File: config.mk
export PLATFORM = sky130hd
export DESIGN_NAME = writeback_stage
export DESIGN_NICKNAME = d
export VERILOG_FILES = /design/src/rtl/writeback_stage_pkg.sv /design/src/rtl/writeback_stage_load_extender.sv /design/src/rtl/writeback_stage.sv
export SDC_FILE = /design/constraint.sdc
export NUM_CORES = 1
export LEC_CHECK = 0
export CORE_ASPECT_RATIO = 1.1
export CORE_MARGIN = 3
export CORE_UTILIZATION = 44
export CTS_BUF_LIST = sky130_fd_sc_hd__clkbuf_4
export CTS_CLUSTER_DIAMETER = 200
export DETAILED_ROUTE_END_ITERATION = 10
export GPL_ROUTABILITY_DRIVEN = 0
export GPL_TIMING_DRIVEN = 0
export HOLD_SLACK_MARGIN = 0.1
export PLACE_DENSITY = 0.83
export REMOVE_ABC_BUFFERS = 1
export SLEW_MARGIN = 25
export SYNTH_ARGS = -nofsm -noshare
export SYNTH_HDL_FRONTEND = slang
export SYNTH_HIERARCHICAL = 1
export SYNTH_SLANG_ARGS = --single-unit
File: constraint.sdc
create_clock -name clk -period 2.9 [get_ports clk]
set_clock_uncertainty 0.15 [all_clocks]
set_input_delay 0.725 -clock clk [delete_from_list [all_inputs] [get_ports clk]]
set_output_delay 0.725 -clock clk [all_outputs]
set_load 0.01 [all_outputs]
File: src/rtl/writeback_stage_pkg.sv
// Shared encodings for the writeback stage: result-source select and load size.
package writeback_stage_pkg;

  localparam logic [1:0] SEL_ALU  = 2'b00;
  localparam logic [1:0] SEL_LOAD = 2'b01;
  localparam logic [1:0] SEL_PC4  = 2'b10;
  localparam logic [1:0] SEL_IMM  = 2'b11;

  localparam logic [1:0] SIZE_BYTE  = 2'b00;
  localparam logic [1:0] SIZE_HALF  = 2'b01;
  localparam logic [1:0] SIZE_WORD  = 2'b10;
  localparam logic [1:0] SIZE_WORD2 = 2'b11;

endpackage

File: src/rtl/writeback_stage_load_extender.sv
// Picks the addressed byte/half out of the loaded word and sign- or zero-extends it.
module load_extender
  import writeback_stage_pkg::*;
#(
  parameter int XLEN = 32
) (
  input  logic [XLEN-1:0] read_data_i,
  input  logic [1:0]      addr_lo_i,
  input  logic [1:0]      load_size_i,
  input  logic            load_unsigned_i,
  output logic [XLEN-1:0] data_o
);

  logic [7:0]  byteLane;
  logic [15:0] halfLane;

  always_comb begin
    byteLane = read_data_i[{addr_lo_i, 3'b000} +: 8];
    // Half lanes are aligned; the low address bit does not shift the pair.
    halfLane = read_data_i[{addr_lo_i[1], 4'b0000} +: 16];
    data_o   = read_data_i;
    case (load_size_i)
      SIZE_BYTE: data_o = {{(XLEN-8){~load_unsigned_i & byteLane[7]}}, byteLane};
      SIZE_HALF: data_o = {{(XLEN-16){~load_unsigned_i & halfLane[15]}}, halfLane};
      default:   data_o = read_data_i;
    endcase
  end

endmodule

File: src/rtl/writeback_stage.sv
// Writeback pipeline register: selects the result, registers it with one cycle
// latency, and counts retired entries.
module writeback_stage
  import writeback_stage_pkg::*;
#(
  parameter int XLEN       = 32,
  parameter int REG_ADDR_W = 5,
  parameter int CNT_W      = 64
) (
  input  logic                  clk,
  input  logic                  rst,
  input  logic                  m_valid,
  input  logic                  m_reg_write,
  input  logic [1:0]            m_result_sel,
  input  logic [1:0]            m_load_size,
  input  logic                  m_load_unsigned,
  input  logic [1:0]            m_addr_lo,
  input  logic [XLEN-1:0]       m_alu_result,
  input  logic [XLEN-1:0]       m_read_data,
  input  logic [XLEN-1:0]       m_pc_plus4,
  input  logic [XLEN-1:0]       m_imm,
  input  logic [REG_ADDR_W-1:0] m_rd,
  input  logic                  stall,
  input  logic                  flush,
  output logic                  w_valid,
  output logic                  w_reg_write,
  output logic [REG_ADDR_W-1:0] w_rd,
  output logic [XLEN-1:0]       w_result,
  output logic [CNT_W-1:0]      retire_count
);

  logic [XLEN-1:0]       loadData;
  logic [XLEN-1:0]       result_d;
  logic                  regWrite_d;

  logic                  valid_q;
  logic                  regWrite_q;
  logic [REG_ADDR_W-1:0] rd_q;
  logic [XLEN-1:0]       result_q;
  logic [CNT_W-1:0]      count_q;

  load_extender #(.XLEN(XLEN)) u_load_extender (
    .read_data_i     (m_read_data),
    .addr_lo_i       (m_addr_lo),
    .load_size_i     (m_load_size),
    .load_unsigned_i (m_load_unsigned),
    .data_o          (loadData)
  );

  always_comb begin
    result_d = m_alu_result;
    case (m_result_sel)
      SEL_LOAD: result_d = loadData;
      SEL_PC4:  result_d = m_pc_plus4;
      SEL_IMM:  result_d = m_imm;
      default:  result_d = m_alu_result;
    endcase
    // x0 is hardwired to zero, so writes to it never reach the register file.
    regWrite_d = m_valid & m_reg_write & (m_rd != '0);
  end

  always_ff @(posedge clk) begin
    if (rst) begin
      valid_q    <= 1'b0;
      regWrite_q <= 1'b0;
      rd_q       <= '0;
      result_q   <= '0;
      count_q    <= '0;
    end else if (flush) begin
      valid_q    <= 1'b0;
      regWrite_q <= 1'b0;
    end else if (!stall) begin
      valid_q    <= m_valid;
      regWrite_q <= regWrite_d;
      rd_q       <= m_rd;
      result_q   <= result_d;
      if (m_valid) begin
        count_q <= count_q + {{(CNT_W-1){1'b0}}, 1'b1};
      end
    end
  end

  assign w_valid      = valid_q;
  assign w_reg_write  = regWrite_q;
  assign w_rd         = rd_q;
  assign w_result     = result_q;
  assign retire_count = count_q;

endmodule

### Yosys cells after proc, flatten, opt, wreduce, memory -nomap -nowiden

Cells that the tools add are included.

* $add $sub $neg: 1
* multiply operators: 0
* divide/modulo/power cells: 0
* $lt $le $gt $ge: 0
* eq/ne operators: 4
* shift operators: 2
* muxes and demuxes: 2
* bitwise gates (word level): 7
* reductions and logical operators: 5

Operator list (number)
* 32-bit one-hot mux with 3 select lines: 1
* 64-bit by 1-bit adder with 64-bit output (second input constant): 1
* 32-bit one-hot mux with 2 select lines: 1
* 32-bit by 6-bit indexed part select with 16-bit output: 1
* 32-bit by 6-bit indexed part select with 8-bit output: 1
* 5-bit nonzero test: 1
* 1-bit bitwise AND: 4
* 2-bit by 1-bit equality test with 1-bit output (second input constant): 2
* 2-bit equality test (second input constant): 2
* 1-bit NOT: 3
* 3-bit AND reduction: 1
* 2-bit zero test: 1
* 2-bit AND reduction: 1
* 2-bit OR reduction: 1

* register bits: 103
* bits in latches: 0
* bits in writable memories: 0
* memory bits (read-only): 0
* input bits: 146
* output and inout port bits: 103
* logic and storage cells: 26
* memories: 0

### Longest topological paths before layout

Gate-level depths: netlist of the first run.

* depth after elaboration: 4
* gate-level depth with buffers: 8
* depth with buffers taken out: 6

### Modules after synthesis

The synthesis of the first run kept the hierarchy.

Modules (own cells, without submodules)
* writeback_stage: instances 1, cells an instance 579, area each 5168.7 µm², sequential area each 2062.0 µm²
* load_extender: instances 1, cells an instance 96, area each 701.9 µm², sequential area each 0.0 µm²

### Worst setup path after synthesis of the first run

Ideal clock, no wire load.

* path kind: input port to flip-flop
* from: in flush
* to: reg count_q[42], in the netlist retire_count[42]
* library setup time: 0.070 ns
* arrival: 2.407 ns
* data required time: 2.680 ns
* slack: 0.272 ns
* cell stages on the path: 5
* path buffers: 0
* path through: nand4bb_1 -> nor4_4 -> nand4_1 -> or4_1 -> a21oi_1

* cells in the longest elaborated chain, start to end: 2

RTL lines
* from (decl): line writeback_stage.sv:24 `input logic flush,`
* 1-bit NOT (no line)
* 3-bit AND reduction (no line)
* to (signal assigned): line writeback_stage.sv:78 `count_q <= count_q + {{(CNT_W-1){1'b0}}, 1'b1};`
* to (decl): line writeback_stage.sv:40 `logic [CNT_W-1:0] count_q;`

Every way passes these cells.
A chain may end at the register's enable or synchronous reset.

### Final worst setup path of the first run

* from: in flush
* to: reg count_q[46], in the netlist retire_count[46]

Same word-level chain as after synthesis.

==> flow_summary.yaml, run 1 <==
outcome:
  status: "finished clean"
clocking:
  cts_tree: "yes"
  path_clk_slew_ns: 0.16
  clock-sinks: 103
  cts_root_buf: "clkbuf_4"
  cts_max_level: 3
  cts_buffers: 9
  hold_buffers: 0
  clockBufferDepth: 2
  clk_latency_ns: 0.45
synth:
  async_flop_share: 0
  yosys.cell_types.count: 50
  netlist_area_sq_mm: 0.00587
  synth_ff_type: "dfxtp_1"
  yosysWarningCount: 6
  synth-edff-count: 0
  ys_ff_latch: 103
  synth_area_per_cell_sq_um: 8.70
  syn_inst: 675
  yosysSeqAreaShare: 0.351
power_and_ir_drop:
  p_sw_w: 0.000763
  power_per_cell_area_mw_per_mm2: 328
  pwr-share-comb: 0.213
  vdd_ir_drop_max_mv: 0.283
  power_frac_seq: 0.515
  intPower_w: 0.00208
  leakagePower_nw: 2.90
  clock_power_share: 0.272
  swShare: 0.269
flow_run:
  maxCapViolations: 0
drt:
  firstDrtPassIters: 5
  drtAntennaViolNets: 0
  wirelength_mm: 20.0
  wl_per_cell_um: 18.8
  drtIter0Drc: 553
  vias: 6321
  route.detailed.drc: 0
  vias_per_cell: 5.94
worst_setup_path:
  crit_required_ns: 3.13
  endpoint_kind: "register"
  cp_max_fo: 8
  worstSetupPathType: "in -> reg"
  critPathSlowestCell: "clkdlybuf4s50_1"
  cp_cell_sequence: "clkdlybuf4s50_1 -> nand4bb_4 -> nor4_4 -> buf_4 -> nand4_1 -> or4_1 -> a21oi_1"
  critPathLaunchType: "input port"
  worstPathArrival_ns: 3.02
  critPathMaxStageDelay_ns: 0.53
final_layout:
  final_cell_mix: "clkdlybuf4s50_1 (242), nand2_1 (117), dfxtp_1 (103)"
  drive_above_1_share: 0.0982
  fillers: 1044
  finalNetCount: 1048
  syn2layout_area_growth_pct: 47.4
  stdcell_count: 1064
  final_common_cell: "clkdlybuf4s50_1"
placement:
  place_hpwl_mm: 15.4
  portBuffers: 248
  dp.cells: 1041
floorplan:
  start_util: 0.458
  io_pins: 249
  die-height_um: 127
  rows: 43
  chipWidth_um: 116
  core_sq_mm: 0.0128
  dieArea_sq_mm: 0.0148
timing:
  worstMarginPinSlew_ns: 0.768
  drv_slew: 0
  slew_headroom: 0.488
  rsz0062_at_grt: "no"
  layout_min_cycle_time_ns: 2.79
  fin_hold_ws_ns: 0.314
  final-setup-viol-count: 0
  hold_viol: 0
  max_freq_mhz: 358
  period_share: 0.962
min_path:
  hp-class: "reg -> reg"
grt:
  grt_usage: 0.263
  grt_max_degree: 55
  grt-ovfl-total: 0
  grt_pass1_wl_mm: 30.6
  grt_pass1_vias: 5927
  antenna_found_initial: 2
-- critical path: cells and delay by family --
kind | cells | cell delay (ns)
and+or+nand+nor | 4 | 1.43
buffers and inverters | 2 | 0.72
AOI/OAI and AO/OA | 1 | 0.15
-- Yosys cell counts (9+ instances only) --
cell / count / area share
a21oi_1: 69 / 0.059
a221o_1: 12 / 0.020
and3_1: 10 / 0.011
clkbuf_1: 29 / 0.019
dfxtp_1: 103 / 0.35
mux4_2: 33 / 0.13
nand2_1: 117 / 0.075
nand3_1: 28 / 0.024
nand4_1: 27 / 0.029
nor2_1: 45 / 0.029
nor3_1: 11 / 0.0094
o21ai_0: 34 / 0.029
o31ai_1: 9 / 0.012
or3_1: 20 / 0.021
or4_1: 12 / 0.015
xnor2_1: 11 / 0.016
xor2_1: 22 / 0.033
-- registers in the layout (all words and copies together), names as in the netlist --
| name | count |
|---|---|
| retire_count | 64 |
| w_rd | 5 |
| w_result | 32 |
| w_valid | 1 |
| w_reg_write | 1 |
-- power groups by stage --
stage                     sequential [W]  clock, W  combinational [W]
after global placement           0.00149         0           0.000592
after detailed placement         0.00149         0           0.000601
after CTS                        0.00146  0.000788           0.000603
final                            0.00146  0.000771           0.000605
after floorplan                  0.00150         0           0.000205
after global routing             0.00147  0.000843           0.000642
-- stage by stage --
step | worst slack, ns | total power [W] | setup TNS [ns] | instance area [sq um] | util
3_5_place_dp | -1.29 | 0.00209 | -59.96 | 8420 | 0.658
5_1_grt | 0.0438 | 0.00295 | 0 | 8650 | 0.676
6_report | 0.109 | 0.00284 | 0 | 8650 | 0.676
2_1_floorplan | -0.142 | 0.00171 | -0.563 | 5680 | -
3_3_place_gp | -1.89 | 0.00208 | -150.72 | 8360 | 0.653
4_1_cts | 0.0368 | 0.00285 | 0 | 8620 | 0.673
-- final timing paths --
path | from | endpoint | slack [ns] | cells past startpoint
max | flush | retire_count[46] | 0.11 | 7
min | w_result[4] | w_result[4] | 0.31 | 2
max reg2reg | retire_count[12] | retire_count[46] | 0.22 | 5
min reg2reg | w_result[4] | w_result[4] | 0.31 | 2
-- layer usage --
layer,part of all wire,vias to the layer above,track usage,wire length (um)
li1,-,2967,-,-
met1,0.37,2981,0.304,7350
met2,0.51,318,0.458,10100
met3,0.085,51,0.0677,1690
met4,0.041,4,0.109,818
met5,0.00070,-,0,14
-- logic make-up after synthesis --
logic type | synth area share
simple gates | 0.269
compound gates | 0.146
flops | 0.351
buf+inv | 0.0356
mux | 0.147
xor+xnor | 0.0492
fa+ha+maj | 0.00213
-- layout make-up --
type | count | area (sq um) | share of cell area
tap | 157 | 196 | 0.0227
sequential | 103 | 2060 | 0.238
clock inverter | 7 | 70.1 | 0.00810
inverter | 5 | 18.8 | 0.00217
antenna | 1 | 2.50 | 0.000289
clock buffer | 9 | 67.6 | 0.00781
timing repair buffer | 258 | 2580 | 0.298
multi-input combinational | 524 | 3660 | 0.423
-- repair_timing --
action | CTS | global route
pin swaps | 1 | 2
setup endpoints to repair | 57 | 22
gates resized for setup | 11 | 3
hold endpoints to repair | 0 | 0
buffers inserted | 3 | 3
Note: power is estimated with default switching activity, not from simulation.
==> run 2: changes to the inputs <==
--- a/config.mk
+++ b/config.mk
@@ -7,15 +7,16 @@
 export LEC_CHECK = 0
 export CORE_ASPECT_RATIO = 1.1
 export CORE_MARGIN = 3
-export CORE_UTILIZATION = 44
+export CORE_UTILIZATION = 45
 export CTS_BUF_LIST = sky130_fd_sc_hd__clkbuf_4
 export CTS_CLUSTER_DIAMETER = 200
 export DETAILED_ROUTE_END_ITERATION = 10
+export DONT_BUFFER_PORTS = 1
 export GPL_ROUTABILITY_DRIVEN = 0
 export GPL_TIMING_DRIVEN = 0
 export HOLD_SLACK_MARGIN = 0.1
-export PLACE_DENSITY = 0.83
 export REMOVE_ABC_BUFFERS = 1
+export SETUP_SLACK_MARGIN = 0.3
 export SLEW_MARGIN = 25
 export SYNTH_ARGS = -nofsm -noshare
 export SYNTH_HDL_FRONTEND = slang
==> run 2 against run 1 <==
Compared with the run above:
- setup slack better by 0.27 ns
- critical path depth down 2
- critical path type is now reg -> reg
- combinational power down 58%
- non-clock buffer count down 245
- sequential cell count unchanged
- clock power up 5.6%
==> flow_summary.yaml, run 2 (synthesis results as in run 1) <==
final_layout:
  finalNetCount: 803
  final_cell_mix: "nand2_1 (117), dfxtp_1 (87), a21oi_1 (69)"
  largest_reg_flops: 64
  syn2layout_area_growth_pct: 5.97
  drive_above_1_share: 0.159
  final_common_cell: "nand2_1"
placement:
  place_hpwl_mm: 13.7
  place_ws_ns: -0.516
  portBuffers: 0
timing:
  slew_headroom: 0.392
  rsz0062_at_grt: "no"
  hold_viol: 0
  fin_hold_ws_ns: 0.132
  final-setup-viol-count: 0
  drv_slew: 0
  max_freq_mhz: 397
  layout_min_cycle_time_ns: 2.52
  fin_ws_ns: 0.380
  worstMarginPinSlew_ns: 0.913
  period_share: 0.869
worst_setup_path:
  critPathSlowestCell: "or4b_4"
  critical-path-top-delay-family: "simple AND/OR/NAND/NOR gates"
  worstPathArrival_ns: 2.80
  crit_required_ns: 3.18
  endpoint_kind: "register"
  critPathLaunchType: "register"
  cp_max_fo: 6
  worstSetupPathType: "reg -> reg"
  cp_cell_sequence: "nand3_2 -> or3_1 -> or4b_4 -> or4_1 -> a21oi_1"
  critPathMaxStageDelay_ns: 0.61
  critPathBufInv: 0
grt:
  antenna_found_initial: 2
  grt_usage: 0.240
  grt_pass1_wl_mm: 27.4
  grt_pass1_vias: 4974
  grt-ovfl-total: 0
  grt_max_degree: 105
clocking:
  cts_tree: "yes"
  clk_latency_ns: 0.49
  clock-sinks: 103
  path_clk_slew_ns: 0.17
  clockBufferDepth: 2
  cts_buffers: 9
  cts_max_level: 3
  cts_root_buf: "clkbuf_4"
floorplan:
  rows: 43
  core_sq_mm: 0.0127
  chipWidth_um: 115
  die-height_um: 126
  io_pins: 249
  start_util: 0.462
  dieArea_sq_mm: 0.0145
drt:
  wl_per_cell_um: 22.2
  drtAntennaViolNets: 0
  vias_per_cell: 6.45
  dr_wl_met2_mm: 9.37
  wl_met1_mm: 6.81
  drtIter0Drc: 378
  route.detailed.drc: 0
  firstDrtPassIters: 5
  routed-wl-met3_mm: 1.43
  wirelength_mm: 18.2
  routed.top_layer: "met5"
  vias: 5286
min_path:
  hp-class: "in -> reg"
power_and_ir_drop:
  vdd_ir_drop_max_mv: 0.226
  power_per_cell_area_mw_per_mm2: 410
  leakagePower_nw: 1.99
outcome:
  status: "finished clean"
flow_run:
  maxCapViolations: 0
## run 2: metrics by stage
step | TNS (ns) | util | cells | area, sq um | total power [W]
after floorplan | -0.563 | - | 632 | 5680 | 0.00171
after global placement | -28.96 | 0.463 | 789 | 5880 | 0.00176
after detailed placement | -4.06 | 0.466 | 791 | 5920 | 0.00177
after CTS | 0 | 0.483 | 811 | 6130 | 0.00257
after global routing | 0 | 0.490 | 819 | 6220 | 0.00265
final | 0 | 0.490 | 819 | 6220 | 0.00255
## run 2: path summary, 6_finish.rpt
check | from | cells past startpoint | end | slack, ns
min reg2reg | w_result[30] | 2 | w_result[30] | 0.37
min | rst | 1 | retire_count[45] | 0.13
max | retire_count[40] | 5 | retire_count[58] | 0.38
max reg2reg | retire_count[40] | 5 | retire_count[58] | 0.38
## run 2: area by class of cell
class / count / area (sq um)
multi-input cells: 524 / 3660
repair buffers: 13 / 113
clock buffers: 9 / 67.6
clock inverters: 7 / 80.1
fillers: 1248 / 6480
inverters: 5 / 18.8
well taps: 157 / 196
flip-flops and latches: 103 / 2090
diodes: 1 / 2.50
## run 2: where the power goes
group,internal (W),switching [W]
sequential,0.00144,0.0000392
clock,0.000274,0.000540
combinational,0.000151,0.000105
## run 2: layer usage
layer  vias up  track usage
met2       229        0.422
met3        34       0.0668
met5         -            0
met1      2544        0.270
li1       2477            -
met4         2        0.102
## run 2: worst reg2reg max path, cell delays in order, from the launching register on
cell     delay, ns
dfxtp_2       0.45
nand3_2       0.13
or3_1         0.46
or4b_4        0.61
or4_1         0.51
a21oi_1       0.15
## run 2: what timing repair did
action,CTS,global route
pin swaps,3,4
setup buffers,3,6
setup endpoints to repair,22,15
resized for setup,14,13
hold buffers,1,1
endpoints found under the hold margin,2,6
==> run 3: changes to the inputs <==
--- a/config.mk
+++ b/config.mk
@@ -6,7 +6,6 @@
 export NUM_CORES = 1
 export LEC_CHECK = 0
 export CORE_ASPECT_RATIO = 1.1
-export CORE_MARGIN = 3
 export CORE_UTILIZATION = 45
 export CTS_BUF_LIST = sky130_fd_sc_hd__clkbuf_4
 export CTS_CLUSTER_DIAMETER = 200
==> run 3 against run 2 <==
Compared with the run above:
- via count increased by 0.25%
- die area decreased by 6.6%
- critical path depth unchanged
- highest routed layer is now met4
- worst hold slack got worse by 0.0053 ns
- global-route usage increased by 1.3 points
- sequential share of layout area increased by 0.053 points
- register-to-register slack about the same
- clock-buffer cell count unchanged
- combinational power increased by 2%
- final area increased by 0.32%
- sequential power about the same
- sequential cell count unchanged
==> flow_summary.yaml, run 3 (synthesis results as in run 1) <==
worst_setup_path:
  cp_cell_sequence: "nand3_2 -> or3_1 -> or4b_4 -> or4_1 -> a21oi_1"
  worstSetupPathType: "reg -> reg"
  critPathMaxStageDelay_ns: 0.61
  crit_required_ns: 3.19
  worstPathArrival_ns: 2.82
  endpoint_kind: "register"
  critPathSlowestCell: "or4b_4"
  critPathLaunchType: "register"
  cp_max_fo: 7
  rrSetupSlack_ns: 0.37
timing:
  max_freq_mhz: 395
  rsz0062_at_grt: "no"
  final-setup-viol-count: 0
  fin_setup_tns_ns: 0
  slew_headroom: 0.380
  layout_min_cycle_time_ns: 2.53
  hold_viol: 0
  period_share: 0.873
  fin_ws_ns: 0.368
  drv_slew: 0
  worstMarginPinSlew_ns: 0.929
min_path:
  hp-class: "in -> reg"
floorplan:
  dieArea_sq_mm: 0.0135
  rows: 43
  start_util: 0.464
  io_pins: 249
  die-height_um: 122
  chipWidth_um: 111
  core_sq_mm: 0.0126
final_layout:
  syn2layout_area_growth_pct: 6.31
  finalNetCount: 806
  final_cell_mix: "nand2_1 (117), dfxtp_1 (79), a21oi_1 (69)"
  largest_reg_flops: 64
  final_common_cell: "nand2_1"
  drive_above_1_share: 0.173
drt:
  drtAntennaViolNets: 0
  route.detailed.drc: 0
  wl_met1_mm: 6.48
  drtIter0Drc: 300
  wirelength_mm: 17.7
  dr_wl_met2_mm: 9.28
  firstDrtPassIters: 5
  routed-wl-met3_mm: 1.53
  routed.top_layer: "met4"
  vias_per_cell: 6.45
  wl_per_cell_um: 21.6
  vias: 5299
grt:
  grt_usage: 0.253
  grt_pass1_vias: 5010
  grt_pass1_wl_mm: 26.8
  grt-ovfl-total: 0
  antenna_found_initial: 0
  grt_max_degree: 105
power_and_ir_drop:
  power_per_cell_area_mw_per_mm2: 397
  vdd_ir_drop_max_mv: 0.257
  leakagePower_nw: 2.00
clocking:
  cts_root_buf: "clkbuf_4"
  cts_tree: "yes"
  cts_max_level: 3
  cts_buffers: 9
  path_clk_slew_ns: 0.18
  clk_latency_ns: 0.49
  clockBufferDepth: 2
  clock-sinks: 103
placement:
  portBuffers: 0
  place_hpwl_mm: 13.1
  place_ws_ns: -0.517
flow_run:
  maxCapViolations: 0
outcome:
  status: "finished clean"
## run 3: area by class of cell
type	count	area, sq um
antenna	1	2.50
clock inverter	7	66.3
tap	157	196
clock buffer	9	67.6
multi-input combinational	524	3650
timing repair buffer	16	145
fill	1248	6400
sequential	103	2100
inverter	5	18.8
## run 3: final timing paths
kind                         start          endpoint  depth (start not counted)
setup reg to reg  retire_count[39]  retire_count[58]                          5
hold reg to reg       w_result[19]      w_result[19]                          2
setup / recovery  retire_count[39]  retire_count[58]                          5
hold / removal                 rst  retire_count[39]                          1
## run 3: layer usage
metal  up-vias  track usage
met2       234        0.465
met1      2554        0.269
met5         -            0
met3        34       0.0871
li1       2477            -
met4         0       0.0950
## run 3: stage by stage
| stage | area (sq um) | utilization | hold slack [ns] | power, W | instances |
|---|---|---|---|---|---|
| finish | 6240 | 0.494 | 0.126 | 0.00248 | 822 |
| global route | 6240 | 0.493 | 0.101 | 0.00258 | 821 |
| CTS | 6180 | 0.489 | 0.103 | 0.00250 | 818 |
| detailed placement | 5920 | 0.468 | 0.344 | 0.00177 | 791 |
| global placement | 5880 | 0.465 | 0.338 | 0.00176 | 789 |
| floorplan | 5680 | - | 0.324 | 0.00171 | 632 |
## run 3: what timing repair did
item	in CTS	in global routing
endpoints found under the hold margin	2	1
pin swaps	5	1
buffers inserted	10	1
gates resized for setup	15	19
hold buffers	1	2
endpoints found under the setup margin	26	11
## run 3: power breakdown
| group | total [W] | internal, W | leakage, nW | switching (W) |
|---|---|---|---|---|
| sequential | 0.00148 | 0.00144 | 0.847 | 0.0000398 |
| clock | 0.000735 | 0.000195 | 0.0716 | 0.000540 |
| combinational | 0.000261 | 0.000153 | 1.08 | 0.000108 |
| total | 0.00248 | 0.00179 | 2.00 | 0.000687 |
## run 3: worst max-delay path: cells and delay by family, from the launching register on
family / cells / cell delay, ns
simple gates: 4 / 1.71
compound gates: 1 / 0.16
flops: 1 / 0.46
